--- config.mk ---
export PLATFORM = sky130hd
export DESIGN_NAME = dm_store_packer
export DESIGN_NICKNAME = d
export VERILOG_FILES = /design/src/rtl/dm_store_packer.sv
export SDC_FILE = /design/constraint.sdc
export NUM_CORES = 1
export LEC_CHECK = 0
export CORE_MARGIN = 4
export CORE_UTILIZATION = 57
export CTS_BUF_LIST = sky130_fd_sc_hd__clkbuf_8 sky130_fd_sc_hd__clkbuf_16
export CTS_CLUSTER_DIAMETER = 200
export DETAILED_ROUTE_END_ITERATION = 6
export MAX_ROUTING_LAYER = met4
export PLACE_DENSITY = 0.9
export SLEW_MARGIN = 25
export SYNTH_ARGS = -nofsm -noshare
export SYNTH_HDL_FRONTEND = slang
export SYNTH_SLANG_ARGS = --single-unit
--- constraint.sdc ---
create_clock -name clk -period 12.9 [get_ports clk]
set_input_delay 2.58 -clock clk [delete_from_list [all_inputs] [get_ports clk]]
set_output_delay 2.58 -clock clk [all_outputs]
set_load 0.02 [all_outputs]
--- src/rtl/dm_store_packer.sv ---
// dm_store_packer: narrows a 32-bit store value to byte/half/word, places it on
// the correct lanes of the word-wide data-memory bus with byte enables, and
// buffers it in a DEPTH-entry FIFO in front of a valid/ready memory port.
//
// Optional feature macro: STORE_ALIGN_CHECK_EN
//   When defined, misaligned SW/SH are accepted but dropped, and align_err
//   pulses for exactly one cycle afterwards. When undefined, the align_err
//   port does not exist and unused low address bits are ignored.
//
// Ports
//   clk, reset                 rising-edge clock, synchronous active-high reset
//   in_valid/in_ready          store request handshake
//   in_op                      0=SW 1=SH 2=SB 3=reserved (accepted, discarded)
//   in_addr, in_data           byte address, register value
//   mem_valid/mem_ready        head-of-buffer handshake towards memory
//   mem_addr, mem_wdata, mem_be  word address, lane data, byte enables
//   pending                    number of occupied entries
//   align_err                  (STORE_ALIGN_CHECK_EN) misalignment pulse
module dm_store_packer #(
  parameter int DEPTH = 2
) (
  input  logic                     clk,
  input  logic                     reset,
  input  logic                     in_valid,
  output logic                     in_ready,
  input  logic [1:0]               in_op,
  input  logic [31:0]              in_addr,
  input  logic [31:0]              in_data,
  output logic                     mem_valid,
  input  logic                     mem_ready,
  output logic [31:0]              mem_addr,
  output logic [31:0]              mem_wdata,
  output logic [3:0]               mem_be,
  output logic [$clog2(DEPTH):0]   pending
`ifdef STORE_ALIGN_CHECK_EN
  ,
  output logic                     align_err
`endif
);

  localparam int AW = $clog2(DEPTH);
  localparam int CW = AW + 1;

  logic [29:0] q_addr [DEPTH];
  logic [31:0] q_data [DEPTH];
  logic [3:0]  q_be   [DEPTH];

  logic [AW-1:0] rd_ptr, wr_ptr, rd_nx;
  logic [CW-1:0] count, remain;

  logic [31:0] pk_data;
  logic [3:0]  pk_be;
  logic        pk_ok, enq_ok, accept, push, pop;

  // Lane placement: replicate the narrow value across the word and let the
  // byte enables select the lanes that are actually written.
  always_comb begin
    pk_data = in_data;
    pk_be   = 4'b0000;
    pk_ok   = 1'b1;
    case (in_op)
      2'd0: pk_be = 4'b1111;
      2'd1: begin
        pk_data = {2{in_data[15:0]}};
        pk_be   = in_addr[1] ? 4'b1100 : 4'b0011;
      end
      2'd2: begin
        pk_data = {4{in_data[7:0]}};
        pk_be   = 4'b0001 << in_addr[1:0];
      end
      default: pk_ok = 1'b0;
    endcase
  end

`ifdef STORE_ALIGN_CHECK_EN
  logic misal;
  assign misal  = ((in_op == 2'd0) && (in_addr[1:0] != 2'b00)) ||
                  ((in_op == 2'd1) && in_addr[0]);
  assign enq_ok = pk_ok && !misal;
`else
  assign enq_ok = pk_ok;
`endif

  // No bypass: a full buffer refuses input even in a cycle that pops.
  assign in_ready  = !reset && (count < CW'(DEPTH));
  assign mem_valid = (count != '0);
  assign pending   = count;

  assign accept = in_valid && in_ready;
  assign push   = accept && enq_ok;
  assign pop    = mem_valid && mem_ready;
  assign rd_nx  = rd_ptr + AW'(pop);
  assign remain = count - CW'(pop);

  always_ff @(posedge clk) begin
    if (reset) begin
      rd_ptr    <= '0;
      wr_ptr    <= '0;
      count     <= '0;
      mem_addr  <= '0;
      mem_wdata <= '0;
      mem_be    <= '0;
`ifdef STORE_ALIGN_CHECK_EN
      align_err <= 1'b0;
`endif
    end else begin
      if (push) begin
        q_addr[wr_ptr] <= in_addr[31:2];
        q_data[wr_ptr] <= pk_data;
        q_be[wr_ptr]   <= pk_be;
        wr_ptr         <= wr_ptr + AW'(1);
      end
      rd_ptr <= rd_nx;
      count  <= remain + CW'(push);

      // Head registers are loaded with whatever will be at the front next
      // cycle: an already-stored entry if one survives the pop, otherwise the
      // entry being pushed now. Empty keeps addr/data, clears enables.
      if (remain != '0) begin
        mem_addr  <= {q_addr[rd_nx], 2'b00};
        mem_wdata <= q_data[rd_nx];
        mem_be    <= q_be[rd_nx];
      end else if (push) begin
        mem_addr  <= {in_addr[31:2], 2'b00};
        mem_wdata <= pk_data;
        mem_be    <= pk_be;
      end else begin
        mem_be    <= 4'b0000;
      end
`ifdef STORE_ALIGN_CHECK_EN
      align_err <= accept && misal;
`endif
    end
  end

endmodule

* Word-level counts from Yosys, hierarchy flattened
Memories as Yosys holds them, arrays and structs flattened.
Index checks and enable logic that the tools add are counted.
** Cells by class
- $add $sub $neg :: 4
- Multipliers :: 0
- Divide/modulo/power cells :: 0
- Magnitude comparators :: 1
- Equal/unequal tests :: 2
- Shifts and indexed selects :: 1
- Mux-type cells :: 13
- Bitwise logic cells :: 0
- Reductions and logical operators :: 10
** Operators by type and width (number)
- $mux 32 :: 4
- $pmux 32 s2 :: 1
- $mux 4 :: 3
- $pmux 4 s3 :: 1
- $reduce_bool 2->1 :: 3
- $logic_and 1x1->1 :: 4
- $mux 1 :: 4
- $shl 1x2->4 const A :: 1
- $reduce_or 3->1 :: 1
- $add 2x1->2 :: 1
- $eq 2x1->1 const B :: 1
- $eq 2x2->1 const B :: 1
- $logic_not 2->1 :: 1
- $lt 2x2->1 const B :: 1
- $sub 2x1->2 :: 1
- $add 1x1->1 :: 1
- $add 1x1->1 const B :: 1
- $logic_not 1->1 :: 1
** Storage, ports and cells
- Register bits :: 70
- Bits in latches :: 0
- RAM bits :: 132
- ROM bits :: 0
- Logic and storage cells :: 40
- Memories :: 3
** Memories
- q_data :: words 2, bits a word 32, read ports 1, clocked after memory_dff 0, write ports 1, line 45 : logic [31:0] q_data [DEPTH];
- q_addr :: words 2, bits a word 30, read ports 1, clocked after memory_dff 0, write ports 1, line 44 : logic [29:0] q_addr [DEPTH];
- q_be :: words 2, bits a word 4, read ports 1, clocked after memory_dff 0, write ports 1, line 46 : logic [3:0] q_be [DEPTH];

* Longest topological paths before layout
Gate-level depths: netlist (run 1).
- Depth in word-level cells :: 7
- Mapped depth :: 9
- Depth with buffers taken out :: 6

* Worst setup path before layout (run 1)
Ideal clock, no wire load.
- Path kind :: input-to-reg
- Start :: in in_op[0]
- End :: mem q_addr[0][0] (enable)
- Library setup time :: 0.490 ns
- Data arrival time :: 6.543 ns
- Required time :: 12.410 ns
- Path slack :: 5.867 ns
- Stages on the path :: 6
- Buffers on the path :: 3
- Cells stage by stage :: ha_1 > or4b_4 > buf_6 > clkbuf_1 > buf_2 > nor2_1
** Between the ends
- Cells in the longest elaborated chain, start to end :: 7
** Ends and longest elaborated chain
- start: declaration :: line 26 : input logic [1:0] in_op,
- $eq 2x2->1, or another cell as far along :: line 61 : case (in_op)
- $reduce_or 3->1 (no line) (*)
- $mux 1 (*) :: line 61
- $logic_and 1x1->1 (*) :: line 90 : assign push = accept && enq_ok;
- $mux 1 (*) :: line 107 : if (push) begin
- $mux 1 (*) :: line 96 : if (reset) begin
- $mux 1 (implied by the code) (*) :: line 108 : q_addr[wr_ptr] <= in_addr[31:2];
- end: declaration :: line 44
Mark *: on every way between the ends. The rest lies on a longest branch, timed or not.

* Final worst setup path (run 1)
- Start :: in reset
- End :: out in_ready
** Between the ends
- Cells in the longest elaborated chain, start to end :: 2
** Ends and longest elaborated chain
- start: declaration :: line 23 : input logic reset,
- $logic_not 1->1 :: line 85 : assign in_ready = !reset && (count < CW'(DEPTH));
- $logic_and 1x1->1 :: line 85
- end: declaration :: line 25 : output logic in_ready,
Every way passes these cells.

==> metrics.md, run 1 <==
| Metric | Value |
|---|---|
| Die Wd | 129 µm |
| P&R area growth vs syn | 24.9% |
| Avg Vias per Cell | 6.06 |
| First-pass detailed-route iteration total | 5 |
| Total of max-cap violations | 0 |
| Syn Inst Count | 615 |
| Worst Hold Launch | q_be[0][3] |
| Hold Vio Cnt, Final | 0 |
| Slew headroom | 35.2% |
| Final TNS setup | 0 ns |
| CP Cell Sequence | buf_2 -> buf_4 -> nor2_1 -> clkdlybuf4s50_1 |
| Ys flop type | edfxtp_1 |
| First-pass GRT wire length | 30300 µm |
| Detailed placer's ending HPWL | 12000 µm |
| Synthesis warning total | 0 |
| Gr ovfl total | 0 |
| Post CTS Setup Buffer Count | 0 |
| Arrival @ worst endpoint | 4.01 ns |
| RSZ-0062 raised after global routing | no |
| Overall power | 2400 µW |
| Commonest non-fill, non-tap cell in the layout | clkdlybuf4s50_1 |
| Initial DRC Count | 573 |
| Reg2reg end | q_data[1][6] |
| PD cells | 232 mW/mm² |
| WL/cell | 21.2 µm |
| Share of cells above drive strength 1 | 11.0% |
| Fin. max-slew vios | 0 |
| Post-CTS sizing | 0 |
| Htree depth | 1 |
| CP max stage cell | buf_4 |
| Vias | 5623 |
| Synth cell types | 36 |
| Final WL | 19700 µm |
| EDFF count, synth | 132 |
| Min-Delay Path Class | register to register |
| Average size of a mapped cell | 13.5 µm² |
| Sequential area share after synthesis | 64.7% |
| Core area | 0.0140 mm² |
| Placed cell count | 892 |
| Chip Height | 129 µm |
| Crit path largest cell delay | 0.65 ns |
| Worst hold-check slack | 0.523 ns |
| Die Area | 0.0165 mm² |
| Drc violations | 0 |
| Num rows | 43 |
| CP endpoint kind | output port |
| Worst path bufs/invs | 3 |
| Finished Layout Cells | 928 |
| Final worst path period share | 51.1% |
| Worst Skew | 0.0133 ns |
| Post-synthesis register bit count | 202 |
| Clock transition at the registers of the reported paths | 0.06 ns |
| Num CTS Buffers | 20 |
| Synth Cell Area | 0.00829 mm² |
| Min Tclk post-route | 6.59 ns |
| Fmax | 152 MHz |
| Clock sinks | 202 |
| Lkg Pwr | 0.00386 µW |
| Status | finished, final reports clean |
| Largest net degree at the start of global routing | 95 |
| Worst-skew pair later-pin latency | 0.49 ns |
| CTS tree | yes |
| Vias in the first global route | 5719 |
| Worst Setup Path Type | input port to output port |
| Nets | 810 |
| # IOs | 142 |
| Final setup viols | 0 |
| Setup slack, reg-to-reg | 9.53 ns |
| Required @ worst endpoint | 10.32 ns |
| ANT cells | 0 |
| Gp weighted congestion | 0.896 |
| Crit path max fanout | 55 |
| Setup crit start kind | input port |
| CTS Buffer Depth | 3 |
| Hold Path Depth | 2 |
| Max VDD drop | 185 µV |
| Ys async rst share | 0% |
| I/O Buffers | 139 |
| GRT Overall Usage | 23.8% |
| Clk root buf | clkbuf_16 |
| Initial core utilization | 59.0% |
| RR Startpoint | pending[1] |
| Worst-case reg-to-reg path depth | 4 |
| Post-DRT Antenna Nets | 0 |
| Worst Tran Pin Value | 0.970 ns |
| Commonest non-fill, non-tap cells in the layout | 138 x clkdlybuf4s50_1, 132 x edfxtp_1, 72 x nand2_1, 70 x dfxtp_1, 65 x mux2i_1 |
| Critical path's top delay family | buffers and inverters |
| Hold Path End | mem_be[3] |
| Initial antenna violation count | 0 |
| Post-CTS Hold Fix Bufs | 0 |
-- through the flow --
step / setup WS (ns) / instance area (µm²) / util, %
finish: 6.31 / 10400 / 73.7
global route: 6.27 / 10400 / 73.7
global placement: 6.35 / 9690 / 69.0
CTS: 6.33 / 10300 / 73.6
detailed placement: 6.33 / 9690 / 69.0
floorplan: 5.87 / 8290 / -
-- power breakdown --
| group | switching (µW) | internal [µW] |
|---|---|---|
| clock | 232 | 329 |
| combinational | 567 | 401 |
| sequential | 66.0 | 809 |
-- worst max-delay path by stage --
stage | depth (start not counted) | endpoint | from
6_report | 4 | in_ready | reset
3_5_place_dp | 4 | in_ready | reset
4_1_cts | 4 | in_ready | reset
2_1_floorplan | 6 | q_addr[0][0] | in_op[0]
5_1_grt | 4 | in_ready | reset
3_3_place_gp | 4 | in_ready | reset
-- cell type report --
class / instances / area (µm²)
repair buffers: 144 / 1420
fillers: 839 / 3690
well taps: 180 / 225
multi-input cells: 342 / 2600
clock inverters: 10 / 41.3
clock buffers: 26 / 606
flip-flops and latches: 202 / 5370
inverters: 24 / 91.3
-- flip-flops by register name (all words and copies together) (netlist names) --
name / count
mem_addr: 30
q_data: 64
q_be: 8
mem_be: 4
wr_ptr: 1
pending: 2
mem_wdata: 32
rd_ptr: 1
q_addr: 60
-- layer usage --
layer | vias up | track usage (%) | part of all wire, % | wire length [µm]
met5 | - | - | 0 | 0
met4 | 0 | 6.36 | 2.1 | 410
met3 | 32 | 4.40 | 8.2 | 1610
met2 | 290 | 38.5 | 48 | 9490
met1 | 2739 | 31.3 | 42 | 8180
li1 | 2562 | - | - | -
-- worst min-delay path: cells and delay by family (launching register included) --
kind / cells / cell delay, ns
compound gates: 1 / 0.10
mux: 1 / 0.07
flops: 1 / 0.32
-- cell families (layout without fill, tap and decap cells) --
| logic type | after synthesis | count (layout) | synth area share, % |
|---|---|---|---|
| compound gates | 153 | 153 | 15.8 |
| fa+ha+maj | 6 | 6 | 0.905 |
| buf+inv | 72 | 204 | 4.38 |
| xor+xnor | 5 | 5 | 0.528 |
| other cells | 1 | 2 | 0.0452 |
| flops | 202 | 202 | 64.7 |
| simple gates | 111 | 111 | 5.80 |
| mux | 65 | 65 | 7.85 |
-- cell usage after synthesis, types with 8 or more instances --
cell type	count	area, µm²
o22ai_1	20	125
a21oi_1	49	245
o221ai_1	8	70.1
mux2i_1	65	651
nand2_1	73	274
a311oi_1	9	78.8
a221oi_2	37	556
buf_2	8	40.0
clkbuf_1	21	78.8
edfxtp_1	132	3960
buf_6	8	90.1
inv_1	23	86.3
a22o_1	8	70.1
nor2_1	19	71.3
and2_0	9	56.3
a211oi_1	9	67.6
a22oi_1	8	60.1
dfxtp_1	70	1400
Note: power is estimated with default switching activity, not from simulation.
==> run 2, diff against run 1 <==
--- a/config.mk
+++ b/config.mk
@@ -6,12 +6,12 @@
 export NUM_CORES = 1
 export LEC_CHECK = 0
 export CORE_MARGIN = 4
-export CORE_UTILIZATION = 57
+export CORE_UTILIZATION = 48
 export CTS_BUF_LIST = sky130_fd_sc_hd__clkbuf_8 sky130_fd_sc_hd__clkbuf_16
 export CTS_CLUSTER_DIAMETER = 200
 export DETAILED_ROUTE_END_ITERATION = 6
 export MAX_ROUTING_LAYER = met4
-export PLACE_DENSITY = 0.9
+export PLACE_DENSITY = 0.81
 export SLEW_MARGIN = 25
 export SYNTH_ARGS = -nofsm -noshare
 export SYNTH_HDL_FRONTEND = slang
==> constraint.sdc (replaced) <==
create_clock -name clk -period 5.6 [get_ports clk]
set_input_delay 1.12 -clock clk [delete_from_list [all_inputs] [get_ports clk]]
set_output_delay 1.12 -clock clk [all_outputs]
set_load 0.02 [all_outputs]
==> metrics.md, run 2 (synthesis gave the netlist of run 1 again) <==
| Metric | Value |
|---|---|
| Post-CTS Hold Fix Bufs | 0 |
| Die Wd | 139 µm |
| Min Tclk post-route | 3.59 ns |
| Commonest non-fill, non-tap cells in the layout | 138 x clkdlybuf4s50_1, 132 x edfxtp_1, 72 x nand2_1, 70 x dfxtp_1, 65 x mux2i_1 |
| Worst Setup Path Type | input port to register |
| CP max stage cell | or4b_4 |
| Vias in the first global route | 5680 |
| Crit path largest cell delay | 0.81 ns |
| Num rows | 47 |
| Crit path max fanout | 55 |
| Die Area | 0.0194 mm² |
| Final WL | 19100 µm |
| CTS Buffer Depth | 3 |
| Regs by FF count | q_data (64), q_addr (60), mem_wdata (32) |
| Largest net degree at the start of global routing | 67 |
| Fmax | 279 MHz |
| Detailed placer's ending HPWL | 12200 µm |
| Met1 wire length | 8100 µm |
| Post CTS Setup Buffer Count | 0 |
| Status | finished, final reports clean |
| Worst-skew pair later-pin latency | 0.48 ns |
| Worst Skew | 0.0122 ns |
| Clock transition at the registers of the reported paths | 0.06 ns |
| Wire length on met2 | 9080 µm |
| Num CTS Buffers | 21 |
| Htree depth | 1 |
| Final worst path period share | 64.0% |
| Slew headroom | 38.2% |
| Gr ovfl total | 0 |
| Clk root buf | clkbuf_16 |
| Chip Height | 139 µm |
| Post-DRT Antenna Nets | 0 |
| Gp weighted congestion | 0.894 |
| Max FFs per register | 64 |
| GRT Overall Usage | 19.5% |
| WL met3 | 1350 µm |
| Share of cells above drive strength 1 | 10.9% |
| Setup crit start kind | input port |
| Top reg by flops | q_data |
| Max VDD drop | 323 µV |
| # IOs | 142 |
| First-pass GRT wire length | 29900 µm |
| ANT cells | 0 |
| Core area | 0.0168 mm² |
| Top Metal Used | met4 |
| Clock sinks | 202 |
| Total of max-cap violations | 0 |
| Required @ worst endpoint | 5.96 ns |
| Vias | 5506 |
| Nets | 812 |
| CP endpoint kind | register |
| RSZ-0062 raised after global routing | no |
| Hold Vio Cnt, Final | 0 |
| Worst Tran Pin Value | 0.928 ns |
| Initial core utilization | 49.5% |
| PD cells | 533 mW/mm² |
| First-pass detailed-route iteration total | 5 |
| Critical path's top delay family | buffers and inverters |
| WL/cell | 19.6 µm |
| CTS tree | yes |
| Initial DRC Count | 317 |
| Post-CTS sizing | 0 |
| Min-Delay Path Class | register to register |
| # fillers | 1282 |
| P&R area growth vs syn | 26.1% |
| Fin. max-slew vios | 0 |
| CP Cell Sequence | clkdlybuf4s50_1 -> ha_1 -> or4b_4 -> inv_2 -> buf_4 -> a211oi_1 -> a311oi_1 |
| Final setup viols | 0 |
| Final Util | 62.4% |
| I/O Buffers | 139 |
| Lkg Pwr | 0.00390 µW |
| Avg Vias per Cell | 5.68 |
| Worst path bufs/invs | 3 |
| Commonest non-fill, non-tap cell in the layout | clkdlybuf4s50_1 |
| Final TNS setup | 0 ns |
| Initial antenna violation count | 0 |
| Arrival @ worst endpoint | 3.95 ns |
| Drc violations | 0 |
-- run 2: cell type report --
cell class	count	area [µm²]	share of cell area, %
repair buffers	145	1440	13.8
flip-flops and latches	202	5370	51.3
clock inverters	12	98.8	0.945
well taps	220	275	2.63
multi-input cells	342	2590	24.8
clock buffers	25	592	5.66
inverters	24	90.1	0.862
-- run 2: worst min-delay path, stage by stage, from the launching register on --
cell	delay (ns)
dfxtp_1	0.31
inv_1	0.05
o221ai_1	0.11
-- run 2: metrics by stage --
step                worst slack [ns]  cell area (µm²)  instances  hold WS [ns]  power (µW)
floorplan                     0.0268             8290        616         0.479        3510
finish                          2.01            10500        970         0.528        5570
CTS                             2.01            10500        970         0.533        5610
global placement                1.58             9770        933         0.487        4160
detailed placement              1.52             9770        933         0.519        4240
global route                    1.82            10500        970         0.553        5850
-- run 2: power by group --
part / internal, µW / switching (µW)
combinational: 930 / 1270
clock: 837 / 532
sequential: 1860 / 146
-- run 2: metal layers --
metal  global-route usage (%)  vias to the layer above
li1                         -                     2558
met1                     25.6                     2666
met2                     31.6                      243
met3                     3.09                       39
met4                     5.77                        0
met5                        -                        -
-- run 2: worst paths after layout --
| path | endpoint | slack [ns] | cells past startpoint | from |
|---|---|---|---|---|
| hold reg to reg | mem_wdata[21] | 0.53 | 2 | mem_wdata[21] |
| hold / removal | mem_wdata[21] | 0.53 | 2 | mem_wdata[21] |
| setup / recovery | mem_addr[30] | 2.01 | 7 | in_op[0] |
| setup reg to reg | mem_wdata[23] | 2.63 | 6 | pending[1] |
==> run 3, diff against run 2 <==
--- a/config.mk
+++ b/config.mk
@@ -6,12 +6,12 @@
 export NUM_CORES = 1
 export LEC_CHECK = 0
 export CORE_MARGIN = 4
-export CORE_UTILIZATION = 48
+export CORE_UTILIZATION = 53
 export CTS_BUF_LIST = sky130_fd_sc_hd__clkbuf_8 sky130_fd_sc_hd__clkbuf_16
 export CTS_CLUSTER_DIAMETER = 200
 export DETAILED_ROUTE_END_ITERATION = 6
 export MAX_ROUTING_LAYER = met4
-export PLACE_DENSITY = 0.81
+export PLACE_DENSITY = 0.85
 export SLEW_MARGIN = 25
 export SYNTH_ARGS = -nofsm -noshare
 export SYNTH_HDL_FRONTEND = slang
==> constraint.sdc (replaced) <==
create_clock -name clk -period 3.7 [get_ports clk]
set_input_delay 0.74 -clock clk [delete_from_list [all_inputs] [get_ports clk]]
set_output_delay 0.74 -clock clk [all_outputs]
set_load 0.02 [all_outputs]
==> metrics.md, run 3 (synthesis gave the netlist of run 1 again) <==
| Metric | Value |
|---|---|
| Top reg by flops | q_data |
| Gr ovfl total | 0 |
| CP endpoint kind | register |
| Fmax | 354 MHz |
| Total of max-cap violations | 0 |
| Switching Fraction | 35.3% |
| I/O Buffers | 139 |
| Final TNS setup | 0 ns |
| Die Wd | 133 µm |
| Final setup viols | 0 |
| Initial core utilization | 54.3% |
| # fillers | 1045 |
| NetSw | 3010 µW |
| Avg Vias per Cell | 5.77 |
| Required @ worst endpoint | 4.08 ns |
| Drc violations | 0 |
| Min-Delay Path Class | register to register |
| Post-DRT Antenna Nets | 0 |
| CP max stage cell | or4b_4 |
| Clock sinks | 202 |
| Crit path largest cell delay | 0.69 ns |
| First-pass GRT wire length | 30300 µm |
| Min Tclk post-route | 2.82 ns |
| Max FFs per register | 64 |
| Comb pwr share | 40.4% |
| Setup crit start kind | input port |
| First-pass detailed-route iteration total | 5 |
| Sequential power share | 35.5% |
| Int Pwr | 5530 µW |
| Initial DRC Count | 411 |
| Gp weighted congestion | 0.896 |
| Worst-case reg-to-reg path depth | 7 |
| Fin. max-slew vios | 0 |
| Commonest non-fill, non-tap cells in the layout | 138 x clkdlybuf4s50_1, 132 x edfxtp_1, 72 x nand2_1, 70 x dfxtp_1, 65 x mux2i_1 |
| Arrival @ worst endpoint | 3.20 ns |
| Detailed placer's ending HPWL | 13100 µm |
| GRT Overall Usage | 21.8% |
| CP Cell Sequence | clkdlybuf4s50_1 -> ha_1 -> or4b_4 -> inv_2 -> buf_4 -> a211oi_1 -> a311oi_1 |
| ANT cells | 0 |
| Worst Skew | 0.0163 ns |
| PD cells | 810 mW/mm² |
| Num rows | 45 |
| P&R area growth vs syn | 27.2% |
| RSZ-0062 raised after global routing | no |
| Post-CTS Hold Fix Bufs | 0 |
| Regs by FF count | q_data (64), q_addr (60), mem_wdata (32) |
| Commonest non-fill, non-tap cell in the layout | clkdlybuf4s50_1 |
| Worst Hold Launch | mem_wdata[23] |
| Core area | 0.0153 mm² |
| Initial antenna violation count | 0 |
| Slew headroom | 45.0% |
| Final worst path period share | 76.3% |
| Worst hold-check slack | 0.522 ns |
| Finished Layout Cells | 971 |
| Crit. Startpoint | in_op[0] |
| CTS Buffer Depth | 3 |
| Post CTS Setup Buffer Count | 0 |
| Hold Vio Cnt, Final | 0 |
| WL/cell | 20.1 µm |
| Nets | 821 |
| Worst Tran Pin Value | 0.822 ns |
| Crit path max fanout | 35 |
| Die Area | 0.0177 mm² |
| Clk pwr share | 24.1% |
| Lkg Pwr | 0.00395 µW |
| Worst-skew pair later-pin latency | 0.49 ns |
| Clock transition at the registers of the reported paths | 0.06 ns |
| Max VDD drop | 449 µV |
| Status | finished, final reports clean |
| Htree depth | 1 |
| Final WL | 19500 µm |
| RR Startpoint | pending[1] |
| Hold Path Depth | 2 |
| Post-CTS sizing | 0 |
| Clk root buf | clkbuf_16 |
| Overall power | 8540 µW |
| Num CTS Buffers | 21 |
| Vias in the first global route | 5884 |
| Chip Height | 133 µm |
| Share of cells above drive strength 1 | 12.4% |
| CTS tree | yes |
| Placed cell count | 933 |
| Largest net degree at the start of global routing | 51 |
| # IOs | 142 |
| Vias | 5604 |
| Worst Setup Path Type | input port to register |
run 3: final timing paths:
path,end,slack (ns)
worst max-delay path,mem_wdata[24],0.88
worst min-delay path,mem_wdata[23],0.52
worst max register to register,mem_wdata[30],1.31
worst min register to register,mem_wdata[23],0.52
run 3: worst max-delay path, delay by kind of cell:
family | cells | cell delay, ns
AO/OA/AOI/OAI | 2 | 0.45
adder cells (fa/ha/maj) | 1 | 0.33
buffers and inverters | 3 | 0.96
AND/OR/NAND/NOR | 1 | 0.69
run 3: final cells by class:
cell class	instances	area (µm²)	share of cell area, %
Sequential cell	202	5370	50.9
Multi-Input combinational cell	342	2600	24.7
Timing Repair Buffer	154	1540	14.6
Clock buffer	24	567	5.37
Tap cell	211	264	2.50
Clock inverter	14	121	1.15
Inverter	24	90.1	0.854
run 3: per-layer routing:
metal / global-route usage [%] / part of all wire, %
met5: - / 0
met4: 5.72 / 2.1
met3: 4.52 / 7.5
met2: 37.5 / 50
met1: 26.1 / 41
run 3: power groups by stage:
stage / registers (µW) / clock network (µW) / logic (µW)
final: 3030 / 2060 / 3450
after global routing: 3060 / 2170 / 3700
after CTS: 3030 / 2090 / 3470
after detailed placement: 3070 / 0 / 3450
after global placement: 3050 / 0 / 3310
after floorplan: 3370 / 0 / 1930
run 3: through the flow:
step,utilization (%),worst slack (ns),instance area (µm²)
4_1_cts,69.1,0.880,10500
2_1_floorplan,-,0.364,8300
3_3_place_gp,64.5,0.473,9850
5_1_grt,69.1,0.743,10500
6_report,69.1,0.876,10500
3_5_place_dp,64.6,0.345,9860
